[config.mk]
export PLATFORM = sky130hd
export DESIGN_NAME = sr_latch_bank_flat
export DESIGN_NICKNAME = d
export VERILOG_FILES = /design/src/rtl/sr_bank_pkg.sv /design/src/rtl/sr_latch_bank_if.sv /design/src/rtl/sr_latch_bank_filter.sv /design/src/rtl/sr_latch_bank.sv /design/src/flat_wrapper.sv
export SDC_FILE = /design/constraint.sdc
export NUM_CORES = 1
export LEC_CHECK = 0
export CAP_MARGIN = 20
export CORE_MARGIN = 3
export CORE_UTILIZATION = 51
export CTS_BUF_LIST = sky130_fd_sc_hd__clkbuf_2 sky130_fd_sc_hd__clkbuf_4 sky130_fd_sc_hd__clkbuf_8
export DETAILED_ROUTE_END_ITERATION = 6
export PLACE_DENSITY = 0.84
export SYNTH_ARGS = -nofsm -noshare
export SYNTH_HDL_FRONTEND = slang
export SYNTH_SLANG_ARGS = --single-unit
[constraint.sdc]
create_clock -name clk -period 3.3 [get_ports clk]
set_clock_uncertainty 0.15 [all_clocks]
set_input_delay 0.99 -clock clk [delete_from_list [all_inputs] [get_ports clk]]
set_output_delay 0.99 -clock clk [all_outputs]
set_load 0.1 [all_outputs]
[src/rtl/sr_bank_pkg.sv]
// Shared constants and next-state helper for the SR storage bank.
// sr_next resolves one channel's next state from its current value and its s/r pair.
package sr_bank_pkg;
    localparam logic [1:0] CM_HOLD = 2'd0;
    localparam logic [1:0] CM_SET  = 2'd1;
    localparam logic [1:0] CM_RST  = 2'd2;
    localparam logic [1:0] CM_TOG  = 2'd3;

    function automatic logic sr_next(input logic [1:0] mode, input logic q,
                                     input logic s, input logic r);
        logic nq;
        nq = q;
        case ({s, r})
            2'b10: nq = 1'b1;
            2'b01: nq = 1'b0;
            2'b11: begin
                case (mode)
                    CM_SET:  nq = 1'b1;
                    CM_RST:  nq = 1'b0;
                    CM_TOG:  nq = ~q;
                    default: nq = q;
                endcase
            end
            default: nq = q;
        endcase
        return nq;
    endfunction
endpackage

[src/rtl/sr_latch_bank_if.sv]
// Control/status bundle of the SR bank.
// The master modport drives control and the s/r vectors; the slave modport returns state and conflict status.
interface sr_latch_bank_if #(
    parameter int WIDTH = 8,
    parameter int CNT_W = 8
);
    logic             en;
    logic             clr;
    logic             cnt_clr;
    logic [WIDTH-1:0] s;
    logic [WIDTH-1:0] r;
    logic [WIDTH-1:0] q;
    logic [WIDTH-1:0] qb;
    logic [WIDTH-1:0] conflict;
    logic             conflict_sticky;
    logic [CNT_W-1:0] conflict_cnt;

    modport master (output en, clr, cnt_clr, s, r,
                    input  q, qb, conflict, conflict_sticky, conflict_cnt);
    modport slave  (input  en, clr, cnt_clr, s, r,
                    output q, qb, conflict, conflict_sticky, conflict_cnt);
endinterface

[src/rtl/sr_latch_bank_filter.sv]
// Single-channel stability filter for one s/r pair.
// A pair is qualified once it has been sampled FILT_CYCLES+1 times in a row.
module sr_filter #(
    parameter int FILT_CYCLES = 0
) (
    input  logic clk,
    input  logic rst_n,
    input  logic i_clr,
    input  logic i_s,
    input  logic i_r,
    output logic o_qual
);
    localparam int              SW  = (FILT_CYCLES > 0) ? $clog2(FILT_CYCLES + 1) : 1;
    localparam logic [SW-1:0]   SAT = SW'(FILT_CYCLES);

    logic [1:0]    r_last;
    logic [SW-1:0] r_stab;
    logic [SW-1:0] w_stab_nxt;

    // Qualification looks at the count including the sample taken this edge.
    always_comb begin
        w_stab_nxt = '0;
        if ({i_s, i_r} == r_last)
            w_stab_nxt = (r_stab == SAT) ? SAT : r_stab + 1'b1;
    end

    assign o_qual = (w_stab_nxt == SAT);

    always_ff @(posedge clk or negedge rst_n) begin
        if (!rst_n) begin
            r_last <= 2'b00;
            r_stab <= '0;
        end else if (i_clr) begin
            r_last <= 2'b00;
            r_stab <= '0;
        end else begin
            r_last <= {i_s, i_r};
            r_stab <= w_stab_nxt;
        end
    end
endmodule

[src/rtl/sr_latch_bank.sv]
// Clocked bank of WIDTH set/reset flag cells with per-channel input filtering,
// selectable S=R=1 resolution and conflict reporting (pulse, sticky, saturating count).
module sr_latch_bank
    import sr_bank_pkg::*;
#(
    parameter int               WIDTH         = 8,
    parameter int unsigned      CONFLICT_MODE = 0,
    parameter int               FILT_CYCLES   = 0,
    parameter logic [WIDTH-1:0] RST_VAL       = '0,
    parameter int               CNT_W         = 8
) (
    input logic            clk,
    input logic            rst_n,
    sr_latch_bank_if.slave bus
);
    localparam logic [1:0] MODE = 2'(CONFLICT_MODE);

    logic [WIDTH-1:0] w_qual;
    logic [WIDTH-1:0] w_q_nxt;
    logic [WIDTH-1:0] w_conf_nxt;
    logic             w_any;
    logic [WIDTH-1:0] r_q;
    logic [WIDTH-1:0] r_qb;
    logic [WIDTH-1:0] r_conf;
    logic             r_sticky;
    logic [CNT_W-1:0] r_cnt;

    for (genvar i = 0; i < WIDTH; i++) begin : g_ch
        sr_filter #(.FILT_CYCLES(FILT_CYCLES)) u_filt (
            .clk    (clk),
            .rst_n  (rst_n),
            .i_clr  (bus.clr),
            .i_s    (bus.s[i]),
            .i_r    (bus.r[i]),
            .o_qual (w_qual[i])
        );
    end

    always_comb begin
        w_q_nxt    = r_q;
        w_conf_nxt = '0;
        for (int i = 0; i < WIDTH; i++) begin
            if (bus.en && w_qual[i]) begin
                w_q_nxt[i]    = sr_next(MODE, r_q[i], bus.s[i], bus.r[i]);
                w_conf_nxt[i] = bus.s[i] & bus.r[i];
            end
        end
        if (bus.clr) begin
            w_q_nxt    = RST_VAL;
            w_conf_nxt = '0;
        end
    end

    assign w_any = |w_conf_nxt;

    always_ff @(posedge clk or negedge rst_n) begin
        if (!rst_n) begin
            r_q    <= RST_VAL;
            r_qb   <= ~RST_VAL;
            r_conf <= '0;
        end else begin
            r_q    <= w_q_nxt;
            r_qb   <= ~w_q_nxt;
            r_conf <= w_conf_nxt;
        end
    end

    // A conflict landing on the same edge as cnt_clr survives the clear.
    always_ff @(posedge clk or negedge rst_n) begin
        if (!rst_n) begin
            r_sticky <= 1'b0;
            r_cnt    <= '0;
        end else if (bus.cnt_clr) begin
            r_sticky <= w_any;
            r_cnt    <= w_any ? CNT_W'(1) : '0;
        end else if (w_any) begin
            r_sticky <= 1'b1;
            if (r_cnt != {CNT_W{1'b1}})
                r_cnt <= r_cnt + 1'b1;
        end
    end

    assign bus.q               = r_q;
    assign bus.qb              = r_qb;
    assign bus.conflict        = r_conf;
    assign bus.conflict_sticky = r_sticky;
    assign bus.conflict_cnt    = r_cnt;
endmodule

[src/flat_wrapper.sv]
// flat-port wrapper written by rule: the top's interface ports become plain ports
module sr_latch_bank_flat import sr_bank_pkg::*;
#(
    parameter int               WIDTH         = 8,
    parameter int unsigned      CONFLICT_MODE = 0,
    parameter int               FILT_CYCLES   = 0,
    parameter logic [WIDTH-1:0] RST_VAL       = '0,
    parameter int               CNT_W         = 8
)
  (clk, rst_n, bus_en, bus_clr, bus_cnt_clr, bus_s, bus_r, bus_q, bus_qb, bus_conflict, bus_conflict_sticky, bus_conflict_cnt);
  sr_latch_bank_if #(.WIDTH(WIDTH), .CNT_W(CNT_W)) bus_i ();
  input logic clk;
  input logic rst_n;
  input wire logic [$bits(bus_i.en)-1:0] bus_en;
  input wire logic [$bits(bus_i.clr)-1:0] bus_clr;
  input wire logic [$bits(bus_i.cnt_clr)-1:0] bus_cnt_clr;
  input wire logic [$bits(bus_i.s)-1:0] bus_s;
  input wire logic [$bits(bus_i.r)-1:0] bus_r;
  output wire logic [$bits(bus_i.q)-1:0] bus_q;
  output wire logic [$bits(bus_i.qb)-1:0] bus_qb;
  output wire logic [$bits(bus_i.conflict)-1:0] bus_conflict;
  output wire logic [$bits(bus_i.conflict_sticky)-1:0] bus_conflict_sticky;
  output wire logic [$bits(bus_i.conflict_cnt)-1:0] bus_conflict_cnt;
  assign bus_i.en = bus_en;
  assign bus_i.clr = bus_clr;
  assign bus_i.cnt_clr = bus_cnt_clr;
  assign bus_i.s = bus_s;
  assign bus_i.r = bus_r;
  assign bus_q = bus_i.q;
  assign bus_qb = bus_i.qb;
  assign bus_conflict = bus_i.conflict;
  assign bus_conflict_sticky = bus_i.conflict_sticky;
  assign bus_conflict_cnt = bus_i.conflict_cnt;
  sr_latch_bank #(.WIDTH(WIDTH), .CONFLICT_MODE(CONFLICT_MODE), .FILT_CYCLES(FILT_CYCLES), .RST_VAL(RST_VAL), .CNT_W(CNT_W)) u_core (.clk(clk), .rst_n(rst_n), .bus(bus_i));
endmodule
* After elaboration in Yosys (flattened, before gate mapping)
Cells that the tools add are included.
** Storage, ports and cells
- Register bits after elaboration :: 57
- Input bits :: 21
- Logic and storage cells :: 148
** Operators by class
- Add/sub/neg operators :: 9
- Equality and inequality tests :: 25
- Muxes and demuxes :: 64
- Bitwise operators :: 17
- Reduce and logical (&&, ||, !) cells :: 12
** Operator list (number)
- two-way mux 1 bit :: 43
- two-way mux 8 bit :: 5
- == test 2 x 1 -> 1 bit, second input constant :: 8
- == test 2 bit :: 8
- == test 2 bit, second input constant :: 8
- two-way mux 2 bit :: 8
- one-hot mux 1 bit (2 select lines) :: 8
- adder 1 bit, second input constant :: 8
- adder 8 x 1 -> 8 bit, second input constant :: 1
- AND 1 bit :: 8
- logical AND 1 bit :: 8
- inequality test 8 bit, second input constant :: 1
- NOT 1 bit :: 8
- NOT 8 bit :: 1
- OR reduction 8 bit :: 1
- nonzero test 2 bit :: 2
- AND reduction 2 bit :: 1

* Logic depth before layout (Yosys ltp)
Gate-level depths: netlist of the first run.
- Depth in word-level cells :: 10
- Gate-level depth with buffers :: 6
- Depth with buffers taken out :: 6

* By module
A second synthesis of the first run with hierarchy kept.
** Unflattened totals
- Cell total of the unflattened synthesis :: 181
- Area total of the unflattened synthesis :: 1764.2 µm²
** By module, submodules not included
- sr_latch_bank :: instances 1, cells an instance 165, area each 1674.1 µm², seq. area each 835.8 µm²
- sr_filter :: instances 8, cells an instance 2, area each 11.3 µm², seq. area each 0.0 µm²

* Worst setup path before layout of the first run
OpenSTA, ideal clock, no wires.
- Kind :: input-to-reg
- Start point :: in bus_r[7]
- End point :: reg u_core.r_cnt[7], in the netlist u_core.bus.conflict_cnt[7]
- Setup time :: 0.125 ns
- Data arrival time :: 2.282 ns
- Data required time :: 3.025 ns
- Slack :: 0.743 ns
- Cell stages on the path :: 5
- Path buffers :: 0
- Path through :: ha_1 > or4_4 > o21ai_4 > nor2_2 > mux2_4
** On the way
- Longest elaborated chain between the ends :: 9
- Elaborated cells on any way between the ends :: 10
- Classes of those cells :: eq/ne (1); mux (3); bitwise (2); reduce/logical (4)
** Ends and longest elaborated chain
- from (decl) :: RTL line flat_wrapper.sv:18 : input wire logic [$bits(bus_i.r)-1:0] bus_r;
- == test 2 bit :: RTL line sr_latch_bank_filter.sv:23 : if ({i_s, i_r} == r_last)
- two-way mux 1 bit :: RTL line sr_latch_bank_filter.sv:23
- NOT 1 bit :: RTL line sr_latch_bank_filter.sv:27 : assign o_qual = (w_stab_nxt == SAT);
- logical AND 1 bit :: RTL line sr_latch_bank.sv:43 : if (bus.en && w_qual[i]) begin
- two-way mux 1 bit (*) :: RTL line sr_latch_bank.sv:43
- two-way mux 8 bit (*) :: RTL line sr_latch_bank.sv:48 : if (bus.clr) begin
- OR reduction 8 bit (*) :: RTL line sr_latch_bank.sv:54 : assign w_any = |w_conf_nxt;
- nonzero test 2 bit (no source line) (*)
- AND reduction 2 bit (no source line) (*)
- to (signal assigned) :: RTL line sr_latch_bank.sv:75 : r_cnt <= w_any ? CNT_W'(1) : '0;
- to (signal assigned) :: RTL line sr_latch_bank.sv:79 : r_cnt <= r_cnt + 1'b1;
- to (decl) :: RTL line sr_latch_bank.sv:26 : logic [CNT_W-1:0] r_cnt;
Mark *: on every way between the ends. The rest lies on a longest branch, timed or not.
A chain may end at the register's enable or synchronous reset.

* Worst setup path after layout of the first run
- Start point :: in bus_r[1]
- End point :: reg u_core.r_cnt[2], in the netlist u_core.bus.conflict_cnt[2]
Same word-level chain as after synthesis.

==> run summary, run 1 <==
Worst setup EP type - flip-flop
DRC violations left - 0
Main flop type after synthesis - dfrtp_1
Post-DRT Antenna Nets - 0
Routed wire length - 3540 um
Chip Width - 62.9 um
Critical path startpoint category - input port
Number of synthesized register bits - 33
Die H - 62.9 um
Synthesized instance count - 143
Static Leak - 1.17 nW
Gpl congestion - 0.884
Die ar. - 3960 um2
Fin. max-slew vios - 0
Initial antenna violation count - 0
Nets@finish - 242
Placed cell count - 241
Commonest non-fill, non-tap cell in the layout - buf_4
Async S/R FF share, synth - 100%
Pwr Density - 404 nW/um2
Vias per cell - 5.11
Avg WL per Cell - 14.2 um
Layout cells sized above 1 - 33.7%
Worst-skew pair later-pin latency - 0.34 ns
Post-synthesis sequential area ratio - 50.6%
Yosys warning count - 0
Critical Path RT - 3.38 ns
Worst Path Max Fanout - 9
Yosys cell types - 34
Beginning of the worst register-to-register path - u_core.bus.conflict_cnt[0]$_DFFE_PN0P_
Peak VDD IR - 271 uV
Final period util - 84.9%
Total Neg Setup Slack - 0 ns
Core box area - 3080 um2
Max Cap Violations - 0
Global-route wire length before repair - 6110 um
Post CTS Setup Buffer Count - 0
DRT Pass-1 Iters - 4
Mapped Nets - 181
# resized after CTS - 0
Util after Layout - 72.5%
Setup CP Type - in2reg
Hold-fix buffers, CTS - 0
Mapped cell area - 1650 um2
Ant diodes - 0
Num rows - 20
DR iter-0 viols - 63
DP Worst Slack - 0.150 ns
TritonCTS clock tree - built
I/O Buffers - 53
Tightest Pin Transition - 1.04 ns
Worst r2r path cells - 5
Crit path from - bus_r[1]
Worst Hold Class - reg2reg
Ports - 54
Reg2reg end - u_core.bus.conflict_cnt[5]$_DFFE_PN0P_
Post-synth EDFFs - 0
Largest net degree at the start of global routing - 34
Final cell count without fillers - 249
Root buf cell - clkbuf_4
Via count - 1272
Global Route Usage Sum - 20.4%
Vias in the first global route - 1386
Final worst slack - 0.498 ns
Grt total ovfl - 0
Mean Syn Cell Area - 11.5 um2
Syn-to-layout area delta - 35.1%
Final hold viol count - 0
Worst slew margin - 30.1%
Clock Path Buffers - 2
Fin crit period - 2.80 ns
Initial Util - 53.7%
Outcome - completed
RSZ-0062 raised after global routing - no
CTS Buf Count - 5
CP arrival - 2.88 ns
HPWL after detailed placement - 2620 um
Max H-tree Level - 2
Commonest cells after routing, fill and taps aside - 37 x buf_4, 25 x dfrtp_1, 20 x inv_1, 20 x clkdlybuf4s50_1, 17 x ha_1
Fmax - 0.357 GHz
Crit path to - u_core.bus.conflict_cnt[2]$_DFFE_PN0P_
# setup viols final - 0
Clock sink count - 33
FF-to-FF setup slack - 0.91 ns
CTS clk-pin slew, worst paths - 0.10 ns
[power breakdown]
group          switching, W  internal [W]  leakage [nW]  total, W
combinational      0.000146     0.0000684         0.703  0.000215
clock              0.000136      0.000122        0.0394  0.000258
sequential       0.00000827      0.000420         0.426  0.000428
total              0.000291      0.000610          1.17  0.000901
[stage by stage]
step	instance area (um2)	hold WS, ns	total power [W]
after floorplan	1650	0.544	0.000579
after global placement	2160	0.377	0.000646
after detailed placement	2160	0.381	0.000652
after CTS	2230	0.399	0.000913
after global routing	2230	0.430	0.000949
final	2230	0.394	0.000901
[flip-flops by register name, indices dropped and copies added (netlist names)]
name,flops
u_core.bus.conflict_sticky,1
u_core.bus.conflict,8
u_core.bus.qb,8
u_core.bus.q,8
u_core.bus.conflict_cnt,8
[synthesized netlist by cell type (all sizes together), types with 2 or more instances]
master / number / area, um2
buf: 2 / 16.3
o31ai: 3 / 22.5
or2b: 3 / 22.5
nor2b: 2 / 12.5
mux2i: 8 / 80.1
dfstp: 8 / 210
and2: 8 / 51.3
o41ai: 3 / 26.3
nand3: 2 / 10.0
o21ai: 2 / 21.3
nor2: 3 / 13.8
or2: 8 / 50.1
dfrtp: 25 / 626
nand2: 4 / 15.0
or4: 6 / 52.6
nand2b: 4 / 25.0
inv: 20 / 75.1
ha: 17 / 213
a21oi: 5 / 25.0
[critical path: stages]
cell and delay, ns:
clkdlybuf4s50_1 0.44, ha_1 0.23, or4_4 0.53, o21ai_4 0.26
buf_4 0.21, o311ai_1 0.12, o41ai_1 0.11
[cell families (layout without fill, tap and decap cells)]
| group | after synthesis | count (layout) | synth area share, % |
|---|---|---|---|
| muxes | 9 | 9 | 5.76 |
| buffers and inverters | 23 | 85 | 5.76 |
| AOI/OAI and AO/OA | 16 | 16 | 7.35 |
| adders and majority gates | 17 | 17 | 12.9 |
| DFF | 33 | 33 | 50.6 |
| and+or+nand+nor | 45 | 45 | 17.7 |
[worst min-delay path by stage]
stage          slack, ns                                     end                              startpoint  depth (start not counted)
2_1_floorplan       0.54        u_core.bus.conflict[0]$_DFF_PN0_                                   rst_n                          0
3_3_place_gp        0.38  u_core.bus.conflict_sticky$_DFFE_PN0P_  u_core.bus.conflict_sticky$_DFFE_PN0P_                          2
3_5_place_dp        0.38  u_core.bus.conflict_sticky$_DFFE_PN0P_  u_core.bus.conflict_sticky$_DFFE_PN0P_                          2
4_1_cts             0.40  u_core.bus.conflict_sticky$_DFFE_PN0P_  u_core.bus.conflict_sticky$_DFFE_PN0P_                          2
5_1_grt             0.43  u_core.bus.conflict_sticky$_DFFE_PN0P_  u_core.bus.conflict_sticky$_DFFE_PN0P_                          2
6_report            0.39  u_core.bus.conflict_sticky$_DFFE_PN0P_  u_core.bus.conflict_sticky$_DFFE_PN0P_                          2
[metal layers]
| layer | GRT usage (%) | up-vias | wire, um |
|---|---|---|---|
| met2 | 35.7 | 47 | 1810 |
| met1 | 21.1 | 620 | 1410 |
| met4 | 8.26 | 0 | 40 |
| met3 | 8.81 | 6 | 283 |
| li1 | - | 599 | - |
| met5 | 0 | - | 0 |
[area by class of cell]
type                            count  area (um2)
Tap cell                           44        55.1
Inverter                           20        75.1
Timing Repair Buffer               57         478
Sequential cell                    33         836
Multi-Input combinational cell     87         721
Fill cell                         229         847
Clock buffer                        8        66.3
No activity file was read; power rests on OpenSTA's default activity.
==> run 2, diff against run 1 <==
--- a/config.mk
+++ b/config.mk
@@ -7,10 +7,10 @@
 export LEC_CHECK = 0
 export CAP_MARGIN = 20
 export CORE_MARGIN = 3
-export CORE_UTILIZATION = 51
+export CORE_UTILIZATION = 43
 export CTS_BUF_LIST = sky130_fd_sc_hd__clkbuf_2 sky130_fd_sc_hd__clkbuf_4 sky130_fd_sc_hd__clkbuf_8
 export DETAILED_ROUTE_END_ITERATION = 6
-export PLACE_DENSITY = 0.84
+export PLACE_DENSITY = 0.76
 export SYNTH_ARGS = -nofsm -noshare
 export SYNTH_HDL_FRONTEND = slang
 export SYNTH_SLANG_ARGS = --single-unit
==> constraint.sdc (replaced) <==
create_clock -name clk -period 2.5 [get_ports clk]
set_clock_uncertainty 0.15 [all_clocks]
set_input_delay 0.75 -clock clk [delete_from_list [all_inputs] [get_ports clk]]
set_output_delay 0.75 -clock clk [all_outputs]
set_load 0.1 [all_outputs]
==> run summary, run 2 (same netlist as run 1, synthesis figures left out) <==
Outcome - completed
Syn-to-layout area delta - 49.2%
Largest net degree at the start of global routing - 34 (unchanged)
Vias per cell - 4.97 (-2.7%)
Beginning of the worst register-to-register path - u_core.bus.conflict_cnt[0]$_DFFE_PN0P_
Initial antenna violation count - 0 (unchanged)
Final hold viol count - 0 (unchanged)
Reg2reg end - u_core.bus.conflict_cnt[3]$_DFFE_PN0P_
CTS clk-pin slew, worst paths - 0.06 ns (-0.04 ns)
Routed wire length - 3810 um (+7.6%)
Initial Util - 46.9% (-6.8 points)
Avg WL per Cell - 14.9 um (+4.7%)
Ant diodes - 0 (unchanged)
Tightest Pin Transition - 0.414 ns (-0.627 ns)
Worst-skew pair later-pin latency - 0.28 ns (-0.06 ns)
Worst setup EP type - flip-flop
Commonest non-fill, non-tap cell in the layout - buf_4
Critical Path RT - 2.55 ns (-0.83 ns)
Worst Hold Class - reg2reg
Via count - 1272 (unchanged)
Largest stage delay on the critical path - 0.51 ns (-0.02 ns)
Fillers - 267 (+17%)
Crit path max-delay family - buffers and inverters
Grt total ovfl - 0 (unchanged)
Worst r2r path cells - 6 (+1)
Crit path from - bus_s[2]
Root buf cell - clkbuf_8
Crit. path cell count - 7 (unchanged)
Ports - 54 (unchanged)
Worst slew margin - 72.3% (+42 points)
Util after Layout - 70.0% (-2.5 points)
CTS Buf Count - 5 (unchanged)
FF-to-FF setup slack - 0.48 ns (-0.43 ns)
Nets@finish - 248 (+2.5%)
RSZ-0062 raised after global routing - no
Num rows - 21 (+5.0%)
CP max-delay cell - or4_1
Global Route Usage Sum - 18.9% (-1.5 points)
Fin. max-slew vios - 0 (unchanged)
Worst Path Max Fanout - 7 (-2)
Final worst slack - 0.0992 ns (-0.399 ns)
Clock sink count - 33 (unchanged)
TritonCTS clock tree - built
Peak VDD IR - 352 uV (+30%)
Final Power - 0.00128 W (+43%)
Die H - 68.0 um (+8.1%)
Static Leak - 1.35 nW (+15%)
Core box area - 3520 um2 (+14%)
Crit path cell chain - clkdlybuf4s50_1, ha_2, or4_4, o21ai_4, buf_6, or4_1, a21oi_1
DRT Pass-1 Iters - 4 (unchanged)
Clock Path Buffers - 2 (unchanged)
Total Neg Setup Slack - 0 ns (unchanged)
I/O Buffers - 53 (unchanged)
Pwr Density - 521 nW/um2 (+29%)
Final period util - 96.0%
# setup viols final - 0 (unchanged)
DR iter-0 viols - 138 (+120%)
Fin crit period - 2.40 ns
HPWL after detailed placement - 2890 um (+11%)
Crit path to - u_core.bus.conflict_cnt[4]$_DFFE_PN0P_
DP Worst Slack - -0.371 ns (-0.521 ns)
Worst hold slack - 0.386 ns (-0.00756 ns)
Vias in the first global route - 1385 (-0.072%)
Gpl congestion - 0.731 (-17%)
Global-route wire length before repair - 6340 um (+3.7%)
Max H-tree Level - 2 (unchanged)
Die ar. - 4620 um2 (+17%)
Commonest cells after routing, fill and taps aside - 32 x buf_4, 25 x dfrtp_1, 20 x inv_1, 10 x dlymetal6s2s_1
Crit path buf inv count - 2 (unchanged)
Post-DRT Antenna Nets - 0 (unchanged)
Setup CP Type - in2reg
DRC violations left - 0 (unchanged)
Chip Width - 68.0 um (+8.1%)
Fmax - 0.417 GHz
CP arrival - 2.45 ns (-0.43 ns)
Layout cells sized above 1 - 39.0% (+5.4 points)
Max Cap Violations - 0 (unchanged)
Critical path startpoint category - input port
run 2: changes by cell type in the layout (fill, tap and decap cells not counted), sizes merged:
cell	before	now
dlymetal6s2s	0	10
dlygate4sd2	0	2
clkbuf	8	7
buf	37	43
clkdlybuf4s50	20	8
run 2: repair_timing:
item                       CTS  global route
pin swaps                    1             6
buffers inserted             0             0
setup endpoints to repair    7             8
gates cloned                 1             0
gates resized for setup      9            14
hold buffers                 0             0
run 2: power breakdown:
part	total [W]	switching (W)	internal (W)	leakage, nW
Combinational	0.000310	0.000199	0.000111	0.872
Sequential	0.000569	0.0000143	0.000555	0.426
Clock	0.000406	0.000177	0.000229	0.0477
run 2: metal layers:
layer,vias up,part of all wire [%],track usage (%)
li1,612,-,-
met5,-,0,0
met1,612,38,21.8
met4,0,1.4,6.70
met2,43,52,31.9
met3,5,9.0,7.06
run 2: area by class of cell:
cell class	instances	area [um2]	area share, %
Inverter	20	75.1	3.05
Sequential cell	33	836	33.9
Multi-Input combinational cell	87	741	30.1
Timing Repair Buffer	63	666	27.0
Clock buffer	7	90.1	3.65
Tap cell	46	57.6	2.34
run 2: stage by stage:
stage | cell area [um2] | std cells
after floorplan | 1650 | 143
after global placement | 2320 | 248
after detailed placement | 2320 | 248
after CTS | 2430 | 256
after global routing | 2460 | 256
final | 2460 | 256
run 2: how the worst min path moves through the flow:
stage / to / slack, ns / depth (start not counted) / startpoint
floorplan: u_core.bus.conflict[0]$_DFF_PN0_ / 0.30 / 0 / rst_n
global placement: u_core.bus.conflict_sticky$_DFFE_PN0P_ / 0.38 / 2 / u_core.bus.conflict_sticky$_DFFE_PN0P_
detailed placement: u_core.bus.conflict_sticky$_DFFE_PN0P_ / 0.38 / 2 / u_core.bus.conflict_sticky$_DFFE_PN0P_
CTS: u_core.bus.conflict_sticky$_DFFE_PN0P_ / 0.40 / 2 / u_core.bus.conflict_sticky$_DFFE_PN0P_
global route: u_core.bus.conflict_sticky$_DFFE_PN0P_ / 0.41 / 2 / u_core.bus.conflict_sticky$_DFFE_PN0P_
finish: u_core.bus.conflict_sticky$_DFFE_PN0P_ / 0.39 / 2 / u_core.bus.conflict_sticky$_DFFE_PN0P_
run 2: worst reg2reg max path, stage by stage (launching register included):
cell,delay [ns]
dfrtp_1,0.47
ha_1,0.25
nand3_1,0.19
nor3_1,0.09
buf_4,0.17
or4_1,0.46
a21oi_1,0.16
